===== config.mk =====
export PLATFORM = sky130hd
export DESIGN_NAME = mem_arbiter_flat
export DESIGN_NICKNAME = d
export VERILOG_FILES = /design/src/rtl/arb_pkg.sv /design/src/rtl/mem_arbiter_if.sv /design/src/rtl/rr_arb2.sv /design/src/rtl/mem_arbiter.sv /design/src/flat_wrapper.sv
export SDC_FILE = /design/constraint.sdc
export NUM_CORES = 1
export LEC_CHECK = 0
export CORE_MARGIN = 2
export CORE_UTILIZATION = 42
export CTS_BUF_LIST = sky130_fd_sc_hd__clkbuf_8 sky130_fd_sc_hd__clkbuf_16
export DETAILED_ROUTE_END_ITERATION = 10
export PLACE_DENSITY = 0.9
export SLEW_MARGIN = 20
export SYNTH_ARGS = -nofsm -noshare
export SYNTH_HDL_FRONTEND = slang
export SYNTH_SLANG_ARGS = --single-unit
export TNS_END_PERCENT = 20

===== constraint.sdc =====
create_clock -name clk -period 3.56 [get_ports clk]
set_input_delay 0.712 -clock clk [delete_from_list [all_inputs] [get_ports clk]]
set_output_delay 0.712 -clock clk [all_outputs]
set_load 0.01 [all_outputs]

===== src/rtl/arb_pkg.sv =====
// Shared types for the IFU/LSU memory arbiter: FSM encoding, master IDs,
// registered request/response bundles and the default timeout.
package arb_pkg;

  typedef enum logic [1:0] {
    IDLE     = 2'd0,
    BUSY_IFU = 2'd1,
    BUSY_LSU = 2'd2,
    RESP     = 2'd3
  } arb_state_e;

  typedef enum logic {
    MASTER_IFU = 1'b0,
    MASTER_LSU = 1'b1
  } master_e;

  localparam int unsigned TIMEOUT_DEFAULT = 255;

  typedef struct packed {
    logic        req_valid;
    logic [31:0] addr;
    logic        wen;
    logic [31:0] wdata;
    logic [3:0]  wmask;
  } mem_req_t;

  typedef struct packed {
    logic        valid;
    logic [31:0] rdata;
    logic        err;
  } resp_t;

  // Timeout counter is never narrower than 8 bits.
  function automatic int unsigned cnt_width(input int unsigned timeout);
    return (timeout + 1 > 256) ? $clog2(timeout + 1) : 8;
  endfunction

endpackage


===== src/rtl/mem_arbiter_if.sv =====
// Bus bundle between the two masters, the arbiter and downstream memory.
interface mem_arbiter_if;
  logic        ifu_reqValid;
  logic [31:0] ifu_raddr;
  logic        ifu_respValid;
  logic [31:0] ifu_rdata;
  logic        ifu_respErr;

  logic        lsu_reqValid;
  logic [31:0] lsu_addr;
  logic        lsu_wen;
  logic [31:0] lsu_wdata;
  logic [3:0]  lsu_wmask;
  logic        lsu_respValid;
  logic [31:0] lsu_rdata;
  logic        lsu_respErr;

  logic        mem_reqValid;
  logic [31:0] mem_addr;
  logic        mem_wen;
  logic [31:0] mem_wdata;
  logic [3:0]  mem_wmask;
  logic        mem_respValid;
  logic [31:0] mem_rdata;

  modport slave (
    input  ifu_reqValid, ifu_raddr,
    output ifu_respValid, ifu_rdata, ifu_respErr,
    input  lsu_reqValid, lsu_addr, lsu_wen, lsu_wdata, lsu_wmask,
    output lsu_respValid, lsu_rdata, lsu_respErr,
    output mem_reqValid, mem_addr, mem_wen, mem_wdata, mem_wmask,
    input  mem_respValid, mem_rdata
  );

  modport master (
    output ifu_reqValid, ifu_raddr,
    input  ifu_respValid, ifu_rdata, ifu_respErr,
    output lsu_reqValid, lsu_addr, lsu_wen, lsu_wdata, lsu_wmask,
    input  lsu_respValid, lsu_rdata, lsu_respErr,
    input  mem_reqValid, mem_addr, mem_wen, mem_wdata, mem_wmask,
    output mem_respValid, mem_rdata
  );
endinterface


===== src/rtl/rr_arb2.sv =====
// Two-way round-robin picker: a tie goes to the master not granted last.
module rr_arb2
  import arb_pkg::*;
(
  input  logic [1:0] req,
  input  master_e    last_grant,
  output master_e    grant_id,
  output logic       grant_valid
);
  always_comb begin
    grant_valid = req[0] | req[1];
    grant_id    = MASTER_IFU;
    if (req[0] && req[1]) begin
      grant_id = (last_grant == MASTER_IFU) ? MASTER_LSU : MASTER_IFU;
    end else if (req[1]) begin
      grant_id = MASTER_LSU;
    end
  end
endmodule


===== src/rtl/mem_arbiter.sv =====
// IFU/LSU memory arbiter: one outstanding downstream request, registered
// outputs, one-cycle responses and a timeout that returns an error response.
module mem_arbiter
  import arb_pkg::*;
#(
  parameter int unsigned TIMEOUT = TIMEOUT_DEFAULT
) (
  input logic          clk,
  input logic          rst,
  mem_arbiter_if.slave bus
);
  localparam int unsigned   CW       = cnt_width(TIMEOUT);
  localparam logic [CW-1:0] CNT_LAST = CW'(TIMEOUT - 1);

  arb_state_e    state_q, state_d;
  master_e       last_grant_q, last_grant_d;
  master_e       mask_id_q, mask_id_d;
  master_e       grant_id;
  logic          mask_valid_q, mask_valid_d;
  logic          grant_valid;
  logic [CW-1:0] cnt_q, cnt_d;
  logic [1:0]    req_masked;
  mem_req_t      mem_req_q, mem_req_d;
  resp_t         ifu_resp_q, ifu_resp_d;
  resp_t         lsu_resp_q, lsu_resp_d;
  resp_t         busy_resp;

  // The master just served is hidden for one IDLE cycle so its still-held
  // request is not taken as a new one.
  assign req_masked[0] = bus.ifu_reqValid & ~(mask_valid_q && mask_id_q == MASTER_IFU);
  assign req_masked[1] = bus.lsu_reqValid & ~(mask_valid_q && mask_id_q == MASTER_LSU);

  rr_arb2 u_rr (
    .req        (req_masked),
    .last_grant (last_grant_q),
    .grant_id   (grant_id),
    .grant_valid(grant_valid)
  );

  always_comb begin
    state_d      = state_q;
    last_grant_d = last_grant_q;
    mask_valid_d = 1'b0;
    mask_id_d    = mask_id_q;
    cnt_d        = cnt_q;
    mem_req_d    = mem_req_q;
    ifu_resp_d   = '0;
    lsu_resp_d   = '0;
    busy_resp    = '0;
    unique case (state_q)
      IDLE: begin
        if (grant_valid) begin
          last_grant_d        = grant_id;
          cnt_d               = '0;
          mem_req_d.req_valid = 1'b1;
          if (grant_id == MASTER_LSU) begin
            state_d         = BUSY_LSU;
            mem_req_d.addr  = bus.lsu_addr;
            mem_req_d.wen   = bus.lsu_wen;
            mem_req_d.wdata = bus.lsu_wdata;
            mem_req_d.wmask = bus.lsu_wmask;
          end else begin
            state_d         = BUSY_IFU;
            mem_req_d.addr  = bus.ifu_raddr;
            mem_req_d.wen   = 1'b0;
            mem_req_d.wdata = 32'd0;
            mem_req_d.wmask = 4'd0;
          end
        end
      end
      BUSY_IFU, BUSY_LSU: begin
        // A response arriving on the timeout cycle still wins.
        if (bus.mem_respValid || cnt_q == CNT_LAST) begin
          state_d             = RESP;
          cnt_d               = '0;
          mem_req_d.req_valid = 1'b0;
          busy_resp.valid     = 1'b1;
          busy_resp.rdata     = bus.mem_respValid ? bus.mem_rdata : 32'd0;
          busy_resp.err       = ~bus.mem_respValid;
          if (state_q == BUSY_LSU) lsu_resp_d = busy_resp;
          else                     ifu_resp_d = busy_resp;
        end else begin
          cnt_d = cnt_q + 1'b1;
        end
      end
      RESP: begin
        state_d      = IDLE;
        mask_valid_d = 1'b1;
        mask_id_d    = last_grant_q;
      end
      default: state_d = IDLE;
    endcase
  end

  always_ff @(posedge clk) begin
    if (!rst) begin
      state_q      <= IDLE;
      last_grant_q <= MASTER_IFU;
      mask_valid_q <= 1'b0;
      mask_id_q    <= MASTER_IFU;
      cnt_q        <= '0;
      mem_req_q    <= '0;
      ifu_resp_q   <= '0;
      lsu_resp_q   <= '0;
    end else begin
      state_q      <= state_d;
      last_grant_q <= last_grant_d;
      mask_valid_q <= mask_valid_d;
      mask_id_q    <= mask_id_d;
      cnt_q        <= cnt_d;
      mem_req_q    <= mem_req_d;
      ifu_resp_q   <= ifu_resp_d;
      lsu_resp_q   <= lsu_resp_d;
    end
  end

  assign bus.mem_reqValid  = mem_req_q.req_valid;
  assign bus.mem_addr      = mem_req_q.addr;
  assign bus.mem_wen       = mem_req_q.wen;
  assign bus.mem_wdata     = mem_req_q.wdata;
  assign bus.mem_wmask     = mem_req_q.wmask;
  assign bus.ifu_respValid = ifu_resp_q.valid;
  assign bus.ifu_rdata     = ifu_resp_q.rdata;
  assign bus.ifu_respErr   = ifu_resp_q.err;
  assign bus.lsu_respValid = lsu_resp_q.valid;
  assign bus.lsu_rdata     = lsu_resp_q.rdata;
  assign bus.lsu_respErr   = lsu_resp_q.err;

endmodule

===== src/flat_wrapper.sv =====
// flat-port wrapper written by rule: the top's interface ports become plain ports
module mem_arbiter_flat import arb_pkg::*;
#(
  parameter int unsigned TIMEOUT = TIMEOUT_DEFAULT
)
  (clk, rst, bus_ifu_reqValid, bus_ifu_raddr, bus_ifu_respValid, bus_ifu_rdata, bus_ifu_respErr, bus_lsu_reqValid, bus_lsu_addr, bus_lsu_wen, bus_lsu_wdata, bus_lsu_wmask, bus_lsu_respValid, bus_lsu_rdata, bus_lsu_respErr, bus_mem_reqValid, bus_mem_addr, bus_mem_wen, bus_mem_wdata, bus_mem_wmask, bus_mem_respValid, bus_mem_rdata);
  mem_arbiter_if bus_i ();
  input logic clk;
  input logic rst;
  input wire logic [$bits(bus_i.ifu_reqValid)-1:0] bus_ifu_reqValid;
  input wire logic [$bits(bus_i.ifu_raddr)-1:0] bus_ifu_raddr;
  output wire logic [$bits(bus_i.ifu_respValid)-1:0] bus_ifu_respValid;
  output wire logic [$bits(bus_i.ifu_rdata)-1:0] bus_ifu_rdata;
  output wire logic [$bits(bus_i.ifu_respErr)-1:0] bus_ifu_respErr;
  input wire logic [$bits(bus_i.lsu_reqValid)-1:0] bus_lsu_reqValid;
  input wire logic [$bits(bus_i.lsu_addr)-1:0] bus_lsu_addr;
  input wire logic [$bits(bus_i.lsu_wen)-1:0] bus_lsu_wen;
  input wire logic [$bits(bus_i.lsu_wdata)-1:0] bus_lsu_wdata;
  input wire logic [$bits(bus_i.lsu_wmask)-1:0] bus_lsu_wmask;
  output wire logic [$bits(bus_i.lsu_respValid)-1:0] bus_lsu_respValid;
  output wire logic [$bits(bus_i.lsu_rdata)-1:0] bus_lsu_rdata;
  output wire logic [$bits(bus_i.lsu_respErr)-1:0] bus_lsu_respErr;
  output wire logic [$bits(bus_i.mem_reqValid)-1:0] bus_mem_reqValid;
  output wire logic [$bits(bus_i.mem_addr)-1:0] bus_mem_addr;
  output wire logic [$bits(bus_i.mem_wen)-1:0] bus_mem_wen;
  output wire logic [$bits(bus_i.mem_wdata)-1:0] bus_mem_wdata;
  output wire logic [$bits(bus_i.mem_wmask)-1:0] bus_mem_wmask;
  input wire logic [$bits(bus_i.mem_respValid)-1:0] bus_mem_respValid;
  input wire logic [$bits(bus_i.mem_rdata)-1:0] bus_mem_rdata;
  assign bus_i.ifu_reqValid = bus_ifu_reqValid;
  assign bus_i.ifu_raddr = bus_ifu_raddr;
  assign bus_ifu_respValid = bus_i.ifu_respValid;
  assign bus_ifu_rdata = bus_i.ifu_rdata;
  assign bus_ifu_respErr = bus_i.ifu_respErr;
  assign bus_i.lsu_reqValid = bus_lsu_reqValid;
  assign bus_i.lsu_addr = bus_lsu_addr;
  assign bus_i.lsu_wen = bus_lsu_wen;
  assign bus_i.lsu_wdata = bus_lsu_wdata;
  assign bus_i.lsu_wmask = bus_lsu_wmask;
  assign bus_lsu_respValid = bus_i.lsu_respValid;
  assign bus_lsu_rdata = bus_i.lsu_rdata;
  assign bus_lsu_respErr = bus_i.lsu_respErr;
  assign bus_mem_reqValid = bus_i.mem_reqValid;
  assign bus_mem_addr = bus_i.mem_addr;
  assign bus_mem_wen = bus_i.mem_wen;
  assign bus_mem_wdata = bus_i.mem_wdata;
  assign bus_mem_wmask = bus_i.mem_wmask;
  assign bus_i.mem_respValid = bus_mem_respValid;
  assign bus_i.mem_rdata = bus_mem_rdata;
  mem_arbiter #(.TIMEOUT(TIMEOUT)) u_core (.clk(clk), .rst(rst), .bus(bus_i));
endmodule

==> run summary <==
Distinct cells, synth -> 35
Buf/Inv on CP -> 2
# setup viols final -> 0
Switching pwr -> 1760 µW
Share of cells above drive strength 1 -> 5.97%
Drt first pass iters -> 4
Max_cap viols -> 0
Clock Sinks -> 151
DRC Markers -> 0
Dpl cell area -> 8090 µm²
Outcome -> completed
Synth Net Count -> 689
Nets -> 952
Clk slew on worst S/H paths -> 60 ps
Slowest CP cell -> clkdlybuf4s50_1
Routability cong. -> 0.835
Ys Warns -> 0
Site row count -> 40
Data arrival time of the critical path -> 2700 ps
Int Power -> 3930 µW
Tmin final -> 2440 ps
Die H -> 116 µm
Post_cts resized -> 0
CP required -> 3820 ps
CTS max path bufs -> 2
Cells after Synth -> 546
Pin count of the biggest net entering global routing -> 65
Drt total wl -> 15.5 mm
Relative slew slack -> 55.7%
Final Util -> 72.2%
Max H-tree Level -> 4
Clock root cell -> clkbuf_16
Seq pwr share -> 36.7%
Crit end category -> flop
Global Route Usage Sum -> 22.8%
Crit start category -> input port
Mapped Area -> 5220 µm²
DP HPWL -> 11.5 mm
Area growth syn-to-layout -> 66.7%
Vias -> 4,990
I/O pin count -> 276
Cell Pwr Density -> 653 nW/µm²
Synth Flop Type -> dfxtp_1
Slew Viols, Final -> 0
Post-CTS Setup Bufs -> 0
Top delay family on crit path -> buffers and inverters
WL per Instance -> 15.6 µm
Antenna Cells -> 0
Initial antenna violation count -> 0
Period utilization -> 68.5%
Gr ovfl total -> 0
FF-to-FF setup slack -> 1450 ps
First-pass GRT wire length -> 23.8 mm
Non-filler cells, final -> 989
RSZ-0062 raised after global routing -> false
Power share of the clock group -> 32.1%
Port Buf Inserts -> 275
Core area -> 12,100 µm²
Num CTS Buffers -> 17
Sequential area share after synthesis -> 57.9%
Inst Count DP -> 958
Hold_buf cts -> 0
Number of synthesized flops with an enable pin -> 0
M1 wire length -> 5.87 mm
Slowest cell delay on critical path -> 520 ps
Least-Margin Pin Slew -> 663 ps
Vias per cell -> 5.05
Uppermost routed layer -> met4
Worst vdd ir -> 0.382 mV
Setup Crit Path Kind -> input port to flop
Switching share of power -> 31.0%
Synth Register Bits -> 151
Ys async rst share -> 0%
Clock Latency Late Sink -> 410 ps
Starting Density -> 43.3%
Avg Cell Area, Syn -> 9.57 µm²
Final Cell Area -> 8710 µm²
Leakage power -> 0.00336 µW
Filler cell count -> 772
Antenna-violating nets left -> 0
Starting DRT DRC Count -> 323
CTS tree -> built
Vias in the first global route -> 4,843
Chip width -> 116 µm
Clk_skew -> 8.68 ps
Comb pwr share -> 31.2%
Fin. Hold Viols -> 0
Setup_tns -> 0 ps
Worst hold path type -> flop to flop
Design Power -> 5690 µW
Met3 wire length -> 1.39 mm
Die area -> 13,300 µm²
Met2 wire len -> 7.91 mm
Worst Path Max Fanout -> 19
FMAX -> 0.410 GHz
CP cell instances -> clkdlybuf4s50_1 > nand3b_1 > nand3_2 > buf_4 > mux2i_1 > a211oi_1
cell type report:
cell class                      instances  area [µm²]  area share, %
Sequential cell                       151        3020           34.7
Timing Repair Buffer                  285        2830           32.5
Multi-Input combinational cell        343        2000           22.9
Clock buffer                           18         439           5.04
Tap cell                              168         210           2.41
Clock inverter                         13         170           1.95
Inverter                               11        41.3          0.474
metrics by stage:
stage          setup WS [ps]  hold slack [ps]
6_report                1120              466
5_1_grt                 1010              493
4_1_cts                 1060              473
3_5_place_dp             724              465
3_3_place_gp             860              468
2_1_floorplan           1740              451
worst paths after layout:
check | startpoint | endpoint | cells past startpoint
worst max-delay path | bus_ifu_reqValid | u_core.bus.mem_addr[11] | 6
worst min-delay path | u_core.bus.mem_reqValid | u_core.bus.mem_reqValid | 2
worst max register to register | u_core.state_q[0] | u_core.cnt_q[1] | 6
worst min register to register | u_core.bus.mem_reqValid | u_core.bus.mem_reqValid | 2
Yosys cell counts (2+ instances only):
| cell | count | share of area (%) |
|---|---|---|
| a2111o_1 | 2 | 0.43 |
| a211oi_1 | 34 | 4.9 |
| a21oi_1 | 9 | 0.86 |
| a22oi_1 | 37 | 5.3 |
| and4_1 | 2 | 0.34 |
| buf_2 | 13 | 1.2 |
| clkbuf_1 | 27 | 1.9 |
| dfxtp_1 | 151 | 58 |
| ha_1 | 5 | 1.2 |
| inv_1 | 10 | 0.72 |
| mux2i_1 | 34 | 6.5 |
| nand2_1 | 41 | 2.9 |
| nand3_1 | 5 | 0.48 |
| nand4_1 | 2 | 0.24 |
| nor2_1 | 139 | 10 |
| nor3_1 | 5 | 0.48 |
| o211a_1 | 2 | 0.38 |
| o21ai_0 | 2 | 0.19 |
| o31ai_1 | 4 | 0.57 |
| o32ai_1 | 2 | 0.34 |
| o41ai_1 | 2 | 0.34 |
| or4_1 | 5 | 0.72 |
registers in the layout, indices dropped and copies added (netlist names):
signal and flops:
u_core.bus.mem_wmask 4, u_core.cnt_q 8, u_core.bus.ifu_rdata 32, u_core.mask_valid_q 1
u_core.bus.mem_addr 32, u_core.state_q 2, u_core.last_grant_q 1, u_core.bus.lsu_respErr 1
u_core.mask_id_q 1, u_core.bus.mem_reqValid 1, u_core.bus.mem_wen 1, u_core.bus.ifu_respErr 1
u_core.bus.lsu_rdata 32, u_core.bus.lsu_respValid 1, u_core.bus.mem_wdata 32, u_core.bus.ifu_respValid 1
routing by layer:
| metal | vias to the layer above | global-route usage [%] |
|---|---|---|
| met3 | 25 | 7.43 |
| li1 | 2409 | - |
| met4 | 0 | 8.27 |
| met5 | - | 0 |
| met2 | 232 | 41.6 |
| met1 | 2324 | 24.6 |
placed cells by master, fill, tap and decap left out, types with 3 or more instances in the layout:
| master | n |
|---|---|
| o31ai_1 | 4 |
| or4_1 | 5 |
| clkinv_4 | 5 |
| a211oi_1 | 33 |
| bufinv_16 | 3 |
| nand3_1 | 4 |
| inv_1 | 10 |
| nor2_1 | 139 |
| clkbuf_16 | 17 |
| clkdlybuf4s50_1 | 275 |
| inv_6 | 3 |
| ha_1 | 5 |
| a22oi_1 | 37 |
| buf_4 | 10 |
| a21oi_1 | 9 |
| mux2i_1 | 34 |
| nand2_1 | 41 |
| dfxtp_1 | 151 |
| nor3_1 | 5 |
kinds of logic (layout without fill, tap and decap cells):
family	after synthesis	count (layout)	synth area share [%]
simple gates	205	205	16.0
fa+ha+maj	5	5	1.20
mux	35	35	6.73
flops	151	151	57.9
compound gates	98	98	14.1
buf+inv	52	327	4.12
tightest hold or removal path: cells and delay by family, from the launching register on:
kind,cells,cell delay [ps]
and+or+nand+nor,1,50
muxes,1,50
DFF,1,310
power by group through the flow:
stage | clock network, µW | logic [µW] | registers [µW]
5_1_grt | 1930 | 1920 | 2120
3_3_place_gp | 0 | 1700 | 2100
2_1_floorplan | 0 | 867 | 2240
4_1_cts | 1850 | 1780 | 2090
6_report | 1830 | 1770 | 2090
3_5_place_dp | 0 | 1760 | 2120
(Power assumes the default switching activity.)
